## config.mk

```make
export PLATFORM = sky130hd
export DESIGN_NAME = fir_output_decimator
export DESIGN_NICKNAME = d
export VERILOG_FILES = /design/src/rtl/fir_pkg.sv /design/src/rtl/sync_fifo.sv /design/src/rtl/fir_output_decimator.sv
export SDC_FILE = /design/constraint.sdc
export NUM_CORES = 1
export LEC_CHECK = 0
export CORE_MARGIN = 3
export CORE_UTILIZATION = 61
export CTS_BUF_LIST = sky130_fd_sc_hd__clkbuf_8
export DETAILED_ROUTE_END_ITERATION = 6
export PLACE_DENSITY_LB_ADDON = 0.08
export REMOVE_ABC_BUFFERS = 1
export SYNTH_ARGS = -nofsm -noshare
export SYNTH_HDL_FRONTEND = slang
export SYNTH_HIERARCHICAL = 1
export SYNTH_SLANG_ARGS = --single-unit
```

## constraint.sdc

```tcl
create_clock -name clock -period 3.1 [get_ports clock]
set_input_delay 0.62 -clock clock [delete_from_list [all_inputs] [get_ports clock]]
set_output_delay 0.62 -clock clock [all_outputs]
set_load 0.005 [all_outputs]
```

## src/rtl/fir_pkg.sv

```systemverilog
// Shared constants for the 32-tap FIR filter and its output decimator.
// Also holds the rounding/saturation helper used by the decimator datapath.
package fir_pkg;

  localparam int FIR_TAPS   = 32;
  localparam int FIR_IN_W   = 10;
  localparam int FIR_OUT_W  = 2 * 8 + 1;
  localparam int FIR_SETTLE = FIR_TAPS - 1;

  typedef enum logic {
    ST_SETTLE = 1'b0,
    ST_RUN    = 1'b1
  } dec_state_e;

  // Bias added before a right shift by 'shift' bits to round half-up.
  function automatic logic [31:0] fir_round_bias(input int unsigned shift);
    return (shift == 0) ? 32'd0 : (32'd1 << (shift - 1));
  endfunction

  // Shifts a pre-biased value right and clamps it to an unsigned 'width'-bit range.
  // Operands are carried in 32 bits, which covers every filter width in use.
  function automatic logic [31:0] fir_shift_sat(input logic [31:0] value,
                                                input int unsigned shift,
                                                input int unsigned width);
    logic [31:0] shifted;
    logic [31:0] max_val;
    shifted = value >> shift;
    max_val = (width >= 32) ? 32'hFFFF_FFFF : ((32'd1 << width) - 32'd1);
    return (shifted > max_val) ? max_val : shifted;
  endfunction

endpackage

```

## src/rtl/sync_fifo.sv

```systemverilog
// First-word-fall-through synchronous FIFO with occupancy count.
// The head is visible on data_o whenever the FIFO is not empty.
module sync_fifo #(
  parameter int WIDTH = 8,
  parameter int DEPTH = 8
) (
  input  logic                    clock,
  input  logic                    reset,
  input  logic                    push_i,
  input  logic [WIDTH-1:0]        data_i,
  input  logic                    pop_i,
  output logic [WIDTH-1:0]        data_o,
  output logic                    full_o,
  output logic                    empty_o,
  output logic [$clog2(DEPTH):0]  level_o
);

  localparam int AW = $clog2(DEPTH);

  logic [WIDTH-1:0] mem_q [DEPTH];
  logic [AW-1:0]    wr_ptr_q, wr_ptr_d;
  logic [AW-1:0]    rd_ptr_q, rd_ptr_d;
  logic [AW:0]      level_q, level_d;
  logic [WIDTH-1:0] hold_q, hold_d;
  logic             do_push;
  logic             do_pop;

  assign empty_o = (level_q == '0);
  assign full_o  = (level_q == (AW + 1)'(DEPTH));
  assign level_o = level_q;

  // A pop frees a slot in the same cycle, so a full FIFO still accepts a push then.
  assign do_pop  = pop_i & ~empty_o;
  assign do_push = push_i & (~full_o | do_pop);

  // While empty, the last popped word (or zero after reset) is presented.
  assign data_o = empty_o ? hold_q : mem_q[rd_ptr_q];

  // NOTE: every signal driven here gets a default first, so no path can infer a latch.
  always_comb begin
    wr_ptr_d = wr_ptr_q;
    rd_ptr_d = rd_ptr_q;
    level_d  = level_q;
    hold_d   = hold_q;
    if (do_push) begin
      wr_ptr_d = wr_ptr_q + AW'(1);
    end
    if (do_pop) begin
      rd_ptr_d = rd_ptr_q + AW'(1);
      hold_d   = mem_q[rd_ptr_q];
    end
    case ({do_push, do_pop})
      2'b10:   level_d = level_q + (AW + 1)'(1);
      2'b01:   level_d = level_q - (AW + 1)'(1);
      default: level_d = level_q;
    endcase
  end

  // NOTE: storage has no reset; only pointers and level need one, and empty entries are never shown.
  always_ff @(posedge clock) begin
    if (do_push) begin
      mem_q[wr_ptr_q] <= data_i;
    end
  end

  // NOTE: sequential state uses non-blocking assignments so all registers update together.
  always_ff @(posedge clock) begin
    if (reset) begin
      wr_ptr_q <= '0;
      rd_ptr_q <= '0;
      level_q  <= '0;
      hold_q   <= '0;
    end else begin
      wr_ptr_q <= wr_ptr_d;
      rd_ptr_q <= rd_ptr_d;
      level_q  <= level_d;
      hold_q   <= hold_d;
    end
  end

endmodule

```

## src/rtl/fir_output_decimator.sv

```systemverilog
// Drops the FIR fill-up samples, keeps 1 of DECIM, rounds/scales/saturates
// each kept sample and queues it in a FWFT FIFO for a valid/ready consumer.
module fir_output_decimator
  import fir_pkg::*;
#(
  parameter int IN_W   = FIR_OUT_W,
  parameter int OUT_W  = FIR_IN_W,
  parameter int SHIFT  = 7,
  parameter int DECIM  = 4,
  parameter int SETTLE = FIR_SETTLE,
  parameter int DEPTH  = 8
) (
  input  logic                    clock,
  input  logic                    reset,
  input  logic [IN_W-1:0]         in_data,
  input  logic                    in_valid,
  output logic [OUT_W-1:0]        out_data,
  output logic                    out_valid,
  input  logic                    out_ready,
  output logic                    overflow,
  output logic [$clog2(DEPTH):0]  level
);

  localparam int SET_W = (SETTLE < 1) ? 1 : $clog2(SETTLE + 1);
  localparam int PH_W  = (DECIM < 2) ? 1 : $clog2(DECIM);

  localparam logic [SET_W-1:0] SETTLE_LAST = SET_W'(SETTLE - 1);
  localparam logic [PH_W-1:0]  PHASE_LAST  = PH_W'(DECIM - 1);
  localparam logic [IN_W:0]    ROUND_BIAS  = (IN_W + 1)'(fir_round_bias(SHIFT));
  localparam dec_state_e       START_STATE = (SETTLE == 0) ? ST_RUN : ST_SETTLE;

  dec_state_e       state_q, state_d;
  logic [SET_W-1:0] settle_cnt_q, settle_cnt_d;
  logic [PH_W-1:0]  phase_q, phase_d;
  logic             keep;

  logic             s1_valid_q;
  logic [IN_W:0]    s1_r_q, s1_r_d;
  logic             s2_valid_q;
  logic [OUT_W-1:0] s2_q_q, s2_q_d;

  logic             overflow_q, overflow_d;
  logic             fifo_full;
  logic             fifo_empty;

  // Settle/run control: the sample that completes settling is still discarded.
  always_comb begin
    state_d      = state_q;
    settle_cnt_d = settle_cnt_q;
    phase_d      = phase_q;
    keep         = 1'b0;
    case (state_q)
      ST_SETTLE: begin
        if (in_valid) begin
          settle_cnt_d = settle_cnt_q + SET_W'(1);
          if (settle_cnt_q == SETTLE_LAST) begin
            state_d = ST_RUN;
          end
        end
      end
      ST_RUN: begin
        if (in_valid) begin
          keep    = (phase_q == '0);
          phase_d = (phase_q == PHASE_LAST) ? '0 : phase_q + PH_W'(1);
        end
      end
      default: state_d = START_STATE;
    endcase
  end

  // One extra bit keeps the rounding add from wrapping at full-scale input.
  assign s1_r_d = {1'b0, in_data} + ROUND_BIAS;
  assign s2_q_d = OUT_W'(fir_shift_sat(32'(s1_r_q), SHIFT, OUT_W));

  // A kept sample meeting a full FIFO with no pop is lost, and that is remembered until reset.
  assign overflow_d = overflow_q | (s2_valid_q & fifo_full & ~out_ready);

  always_ff @(posedge clock) begin
    if (reset) begin
      state_q      <= START_STATE;
      settle_cnt_q <= '0;
      phase_q      <= '0;
      s1_valid_q   <= 1'b0;
      s2_valid_q   <= 1'b0;
      overflow_q   <= 1'b0;
    end else begin
      state_q      <= state_d;
      settle_cnt_q <= settle_cnt_d;
      phase_q      <= phase_d;
      s1_valid_q   <= keep;
      s2_valid_q   <= s1_valid_q;
      overflow_q   <= overflow_d;
    end
  end

  // NOTE: datapath registers carry no reset; their valid bits qualify them.
  always_ff @(posedge clock) begin
    s1_r_q <= s1_r_d;
    s2_q_q <= s2_q_d;
  end

  sync_fifo #(
    .WIDTH (OUT_W),
    .DEPTH (DEPTH)
  ) u_fifo (
    .clock   (clock),
    .reset   (reset),
    .push_i  (s2_valid_q),
    .data_i  (s2_q_q),
    .pop_i   (out_ready),
    .data_o  (out_data),
    .full_o  (fifo_full),
    .empty_o (fifo_empty),
    .level_o (level)
  );

  assign out_valid = ~fifo_empty;
  assign overflow  = overflow_q;

endmodule

```

======== Yosys cells after proc, flatten, opt, wreduce, memory -nomap -nowiden ========
Memories as Yosys holds them, arrays and structs flattened. A register that Yosys moved wholly into a read port is not among the register bits.
Cells that the tools add are included.
word-level totals
  register bits ........................... 59
  bits in writable memories ............... 80
  input port bits ......................... 21
  memories kept ........................... 1
operators by class
  add/subtract/negate cells ............... 7
  order comparisons ....................... 1
  eq/ne operators ......................... 5
  muxes and demuxes ....................... 10
  bitwise operators ....................... 11
  reduce and logical (&&, ||, !) cells .... 6
memories
  name          depth  width  rd ports  clocked after memory_dff  write ports  line             text
  u_fifo.mem_q  8      10     1         1                         1            sync_fifo.sv:20  logic [WIDTH-1:0] mem_q [DEPTH];
operator list
  operator               count
  $add 17x7->18 const B  1
  $gt 11x10->1 const B   1
  $mux 10                1
  $pmux 4 s2             1
  $add 3x1->3 const B    2
  $mux 3                 2
  $add 5x1->5 const B    1
  $eq 5x5->1 const B     1
  $mux 1                 5
  $not 1->1              5
  $add 4x1->4 const B    1
  $and 1x1->1            4
  $eq 2x2->1 const B     2
  $eq 4x4->1 const B     1
  $logic_not 4->1        1
  $reduce_and 2->1       2
  $sub 4x1->4 const B    1
  $reduce_or 3->1        1
  $add 2x1->2 const B    1
  $eq 2x1->1 const B     1
  $logic_not 2->1        1
  $mux 2                 1
  $or 1x1->1             2
  $reduce_bool 2->1      1

======== Depth between registers and ports, before layout ========
Gate-level depths: netlist of the first run.
  depth after elaboration ................. 7
  gate-level depth with buffers ........... 9
  mapped depth without buffers ............ 8

======== Modules after synthesis ========
Netlist of the first run, hierarchy kept.
by module, submodules not included
  module                instances  cells each  area an instance (um^2)  sequential area each (um^2)
  sync_fifo             1          256         4,226.6                  2,862.7
  fir_output_decimator  1          110         1,133.6                  640.6

======== Worst setup path before layout of the first run ========
No wires, ideal clock.
  kind .................................... input-to-reg
  start point ............................. input out_ready
  end point ............................... memory u_fifo/mem_q[0][0] (netlist name), enable pin
  arrival time ............................ 1.905 ns
  data required time ...................... 2.696 ns
  setup slack ............................. 0.792 ns
  stages on the path ...................... 3
  cell sequence ........................... nand2b_1 > o21ai_4 > nor4_1
between the ends
  word-level cells in the longest chain between the ends .. 5
ends and longest elaborated chain
  what                          line                        text
  start: declaration            fir_output_decimator.sv:19  input logic out_ready,
  $and 1x1->1                   sync_fifo.sv:33             assign do_pop = pop_i & ~empty_o;
  $or 1x1->1                    sync_fifo.sv:34             assign do_push = push_i & (~full_o | do_pop);
  $and 1x1->1                   sync_fifo.sv:34
  $mux 1                        sync_fifo.sv:61             if (do_push) begin
  $mux 1 (implied by the code)  sync_fifo.sv:62             mem_q[wr_ptr_q] <= data_i;
  end: declaration              sync_fifo.sv:20
Every way passes these cells.

==> results.cfg, run 1 <==
[drt]
first_pass_iters = 4
viasPerCell = 5.643
num_vias = 3019
wire_per_inst_um = 16.50
first_iter_violations = 139
wl_mm = 8.827
detail-route-antenna-nets = 0
drc = 0

[cts]
hold_buffers = 0
htree_num_levels = 4
cts_root_buf = clkbuf_8
cts.reportedPaths.clkPinSlew_ps = 90
cts_buffers = 17
cts_buffer_depth = 2
cts_tree = yes
insertion_delay_ps = 430
postCtsSetupBuffers = 0
cts_sinks = 135

[synth]
synth_area_per_cell_sq_um = 14.65
synth_top_area_cell = edfxtp_1
synth-seq-cells = 135
ys_top_cells_by_count = edfxtp_1 (80), dfxtp_1 (55), nor2_1 (42)
syn_inst = 366
postSynth.asyncResetShare_pct = 0
ys_types = 44
yosys_warnings = 6
synth_top_area_share_pct = 44.82
synth_area_leaders = edfxtp_1 (45%), dfxtp_1 (21%), mux4_2 (8.4%)
ys_seq_area_share_pct = 65.36
ys.flop_type = edfxtp_1
synth_area_sq_mm = 0.005360
synth_most_common_cell = edfxtp_1
synth_edf_count = 80

[grt]
grt_pass1_wl_mm = 14.46
antenna_found_initial = 0
grt.overflow.total = 0
grt_use_total_pct = 19.40
grt_pass1_vias = 2947
grt_max_degree = 33

[setup_path]
start_kind = flop
critPathCaptureType = output pin
criticalPathCategory = flop to output pin
max_stage_delay_ps = 510
path_cells = buf_12 -> mux4_2 -> mux2i_2 -> a21oi_1 -> clkdlybuf4s50_1
cp_max_fo = 10
crit_arrival_ps = 2360
slowest_stage = mux4_2
worstPathRequired_ps = 2480

[sta]
tns_ps = 0
finalHoldViolCount = 0
fmax_mhz = 335.6
relSlewSlack_pct = 58.46
period_minus_slack_ps = 2980
skew_ps = 10.95
fin_crit_sh_pct = 96.12
finalSetupViolCount = 0
worst_slew_pin_slew_ps = 618.4
grt_setup_unrepaired = no
slew_violations = 0

[pwr]
p_leak_nw = 2.167
p_total_mw = 4.982
peakVddDrop_v = 0.0004020
power_per_cell_area_mw_per_mm2 = 792.8

[layout]
design_area_sq_mm = 0.006284
drive_above_1_share_pct = 24.65
n_fill_cell = 554
nNetsFinal = 448
utilization_pct = 74.97
antenna_cells = 0
area_growth_pct = 17.23

[flow_run]
max_cap_violations = 0

[floorplanning]
die-height_um = 99.74
core_sq_mm = 0.008382
io-pin-count = 37
fp.dieW_um = 99.74
start_util_pct = 63.95
design.die.area_sq_mm = 0.009948
core.rowCount = 33

[placed_design]
port_buffers = 30
placed_cell_area_sq_mm = 0.005848
gp_congestion = 0.6938
hpwl_mm = 5.799

[run_status]
status = completed

[worst_hold_path]
hold_class = flop to flop
report_power, final:
part | internal, mW | switching, mW
Clock | 0.604 | 0.769
Sequential | 2.02 | 0.116
Combinational | 0.791 | 0.678
Total | 3.42 | 1.56
cell usage in the layout, fill, tap and decap left out, types with 5 or more instances in the layout:
cell             synthesis  final
a211oi_2                10     10
a21oi_1                 16     16
buf_4                    3     15
clkbuf_8                 0     17
clkdlybuf4s50_1          0     30
dfxtp_1                 55     53
edfxtp_1                80     80
ha_1                     9      9
inv_1                   11     11
inv_8                    0      7
mux2i_1                 13      8
mux2i_2                  0      5
mux4_2                  20     20
nand2_1                 13     13
nand2b_1                 6      6
nand3_1                  8      8
nor2_1                  42     42
nor3_1                   9      9
or2_2                   10     10
xnor2_1                  9      9
xor2_1                   9      9
layout make-up:
type	instances	area (sq um)	area share (%)
clock inverter	15	151.4	2.409
clock buffer	17	234.0	3.724
multi-input combinational	205	1762	28.04
inverter	11	41.29	0.6571
timing repair buffer	47	457.9	7.288
tap	105	131.4	2.091
sequential	135	3506	55.79
stage by stage:
stage / hold slack, ps / std cells / worst slack (ps)
final: 413.6 / 535 / 120.2
after global routing: 428.7 / 535 / 23.96
after CTS: 413.8 / 534 / 13.70
after detailed placement: 392.3 / 502 / 357.2
after global placement: 393.6 / 502 / 370.0
after floorplan: 389.5 / 351 / 578.8
routing by layer:
metal	GRT usage, %	vias up	part of all wire, %
li1	-	1457	-
met3	5.119	12	6.7
met2	32.27	75	51
met1	24.18	1475	41
met5	0	-	0
met4	8.088	0	1.3
critical path, delay by kind of cell, from the launching register on:
| kind | cells | cell delay (ps) |
|---|---|---|
| compound gates | 1 | 120 |
| flops | 1 | 390 |
| buf+inv | 2 | 610 |
| mux | 2 | 790 |
registers in the layout, summed over array words and instances, names as in the netlist, named ones only:
register / cells
overflow: 1
u_fifo/mem_q: 80
s2_valid_q: 1
u_fifo/level_o: 4
settle_cnt_q: 5
s1_r_q: 11
s2_q_q: 10
u_fifo/hold_q: 10
phase_q: 2
u_fifo/rd_ptr_q: 3
s1_valid_q: 1
state_q: 1
u_fifo/wr_ptr_q: 3
cell families after synthesis:
family / Yosys count / share of synthesized area [%]
and+or+nand+nor: 102 / 9.431
DFF: 135 / 65.36
xor gates and xnor gates: 18 / 2.941
adders and majority gates: 10 / 2.474
buffers and inverters: 26 / 2.311
AOI/OAI and AO/OA: 42 / 6.653
muxes: 33 / 10.83
timing repair:
action,in CTS,in global routing
resized for setup,4,4
gates cloned,0,1
endpoints found under the setup margin,10,5
pin swaps,0,0
final timing paths:
kind / startpoint / endpoint / slack [ps] / depth (start not counted)
worst max-delay path: flop / out_data[5] / 120 / 5
worst min-delay path: s1_r_q[11] / s2_q_q[4] / 410 / 1
worst max register to register: u_fifo/level_o[0] / u_fifo/level_o[3] / 920 / 8
worst min register to register: s1_r_q[11] / s2_q_q[4] / 410 / 1
Note: power is estimated with default switching activity, not from simulation.
==> inputs of run 2 (changes only) <==
--- a/config.mk
+++ b/config.mk
@@ -6,9 +6,10 @@
 export NUM_CORES = 1
 export LEC_CHECK = 0
 export CORE_MARGIN = 3
-export CORE_UTILIZATION = 61
+export CORE_UTILIZATION = 62
 export CTS_BUF_LIST = sky130_fd_sc_hd__clkbuf_8
 export DETAILED_ROUTE_END_ITERATION = 6
+export DONT_BUFFER_PORTS = 1
 export PLACE_DENSITY_LB_ADDON = 0.08
 export REMOVE_ABC_BUFFERS = 1
 export SYNTH_ARGS = -nofsm -noshare
==> results.cfg, run 2 (synthesized netlist as in run 1, its figures left out) <==
[run_status]
status = completed

[layout]
top_regs = u_fifo/mem_q (80), s1_r_q (11)
antenna_cells = 0
largest_reg_flops = 80
area_growth_pct = 9.991
n_fill_cell = 576
drive_above_1_share_pct = 23.54
mostFrequentLayoutCells = edfxtp_1 (80), dfxtp_1 (55), nor2_1 (42)
final_common_cell = edfxtp_1
nNetsFinal = 413
top_register = u_fifo/mem_q

[worst_hold_path]
holdPathEnd = settle_cnt_q[3]
hold_depth = 1
hold_class = input port to flop
min_from = reset

[sta]
worst_slew_pin_slew_ps = 710.1
finalSetupViolCount = 0
tns_ps = 0
fin_crit_sh_pct = 90.37
fmax_mhz = 357.0
relSlewSlack_pct = 52.60
grt_setup_unrepaired = no
finalHoldViolCount = 0
period_minus_slack_ps = 2801
skew_ps = 15.29
whs_ps = 277.4
slew_violations = 0

[cts]
postCtsSetupBuffers = 0
cts.reportedPaths.clkPinSlew_ps = 80
cts_root_buf = clkbuf_8
insertion_delay_ps = 420
cts_resized = 0
cts_tree = yes
cts_buffer_depth = 2
htree_num_levels = 4
cts_sinks = 135
hold_buffers = 0
cts_buffers = 17

[setup_path]
start_kind = flop
slowest_stage = mux4_2
critPathCaptureType = output pin
r2r_end = u_fifo/level_o[3]
r2r_slack_ps = 700
path_cells = buf_4 -> mux4_2 -> mux2i_1 -> a21oi_1
worstPathRequired_ps = 2480
criticalPathCategory = flop to output pin
max_stage_delay_ps = 550
crit_arrival_ps = 2180
ff2ff_path_depth = 9
cp_max_fo = 20
r2r_start = u_fifo/level_o[0]

[grt]
grt_use_total_pct = 18.86
grt_pass1_vias = 2786
grt_pass1_wl_mm = 13.86
grt_max_degree = 33
grt.overflow.total = 0
antenna_found_initial = 0

[floorplanning]
design.die.area_sq_mm = 0.009797
fp.dieW_um = 98.98
die-height_um = 98.98
core.rowCount = 33
io-pin-count = 37
start_util_pct = 64.59
core_sq_mm = 0.008299

[drt]
first_iter_violations = 102
viasPerCell = 5.642
first_pass_iters = 4
detail-route-antenna-nets = 0
drc = 0
wire_per_inst_um = 16.79
num_vias = 2821
wl_mm = 8.393

[pwr]
peakVddDrop_v = 0.0004047
p_leak_nw = 2.014
power_per_cell_area_mw_per_mm2 = 762.7

[placed_design]
port_buffers = 0
hpwl_mm = 5.376
gp_congestion = 0.7222

[flow_run]
max_cap_violations = 0
-- run 2: changes by cell type in the layout (fill, tap and decap cells not counted), moves of 2 or more --
| cell | before | now |
|---|---|---|
| mux2i_1 | 8 | 13 |
| clkdlybuf4s50_1 | 30 | 0 |
| mux2i_2 | 5 | 0 |
| clkinv_4 | 1 | 3 |
| dfxtp_2 | 2 | 0 |
| buf_4 | 15 | 12 |
| inv_8 | 7 | 4 |
| dfxtp_1 | 53 | 55 |
-- run 2: power breakdown --
| group | internal [mW] | switching [mW] | total (mW) | leakage (nW) |
|---|---|---|---|---|
| combinational | 0.380 | 0.557 | 0.937 | 0.647 |
| sequential | 2.02 | 0.149 | 2.17 | 1.17 |
| clock | 0.667 | 0.721 | 1.39 | 0.195 |
| total | 3.07 | 1.43 | 4.50 | 2.01 |
-- run 2: critical path, delay by kind of cell (launching register included) --
kind | cells | cell delay (ps)
multiplexers | 2 | 910
AO/OA/AOI/OAI | 1 | 160
flip-flops | 1 | 330
buffers and inverters | 1 | 350
-- run 2: routing by layer --
layer,wire length [um],track usage (%)
met1,3659,24.67
met2,4238,30.42
met3,427,4.529
met4,67,7.983
met5,0,0
-- run 2: stage by stage --
| stage | utilization [%] | cell area, sq um | power (mW) | cells | setup slack, ps |
|---|---|---|---|---|---|
| CTS | 71.04 | 5896 | 4.553 | 500 | 273.4 |
| detailed placement | 66.34 | 5505 | 3.160 | 468 | 718.3 |
| finish | 71.04 | 5896 | 4.496 | 500 | 298.7 |
| global route | 71.04 | 5896 | 4.751 | 500 | 129.2 |
| floorplan | - | 5278 | 2.960 | 351 | 578.8 |
| global placement | 66.34 | 5505 | 3.121 | 468 | 775.9 |
-- run 2: worst max path at each step --
stage	from	to	slack [ps]	cells after the start
after global placement	flop	out_data[0]	780	4
after CTS	flop	out_data[0]	270	4
after floorplan	out_ready	u_fifo/level_o[3]	580	8
after global routing	flop	out_data[0]	130	4
after detailed placement	u_fifo/level_o[0]	u_fifo/level_o[3]	720	9
final	flop	out_data[0]	300	4
-- run 2: final cells by class --
type / count / area [sq um] / area share (%)
inverter: 11 / 41.29 / 0.7003
multi-input combinational: 205 / 1739 / 29.50
tap: 105 / 131.4 / 2.228
clock inverter: 15 / 156.4 / 2.653
clock buffer: 17 / 234.0 / 3.969
timing repair buffer: 12 / 90.09 / 1.528
sequential: 135 / 3503 / 59.42
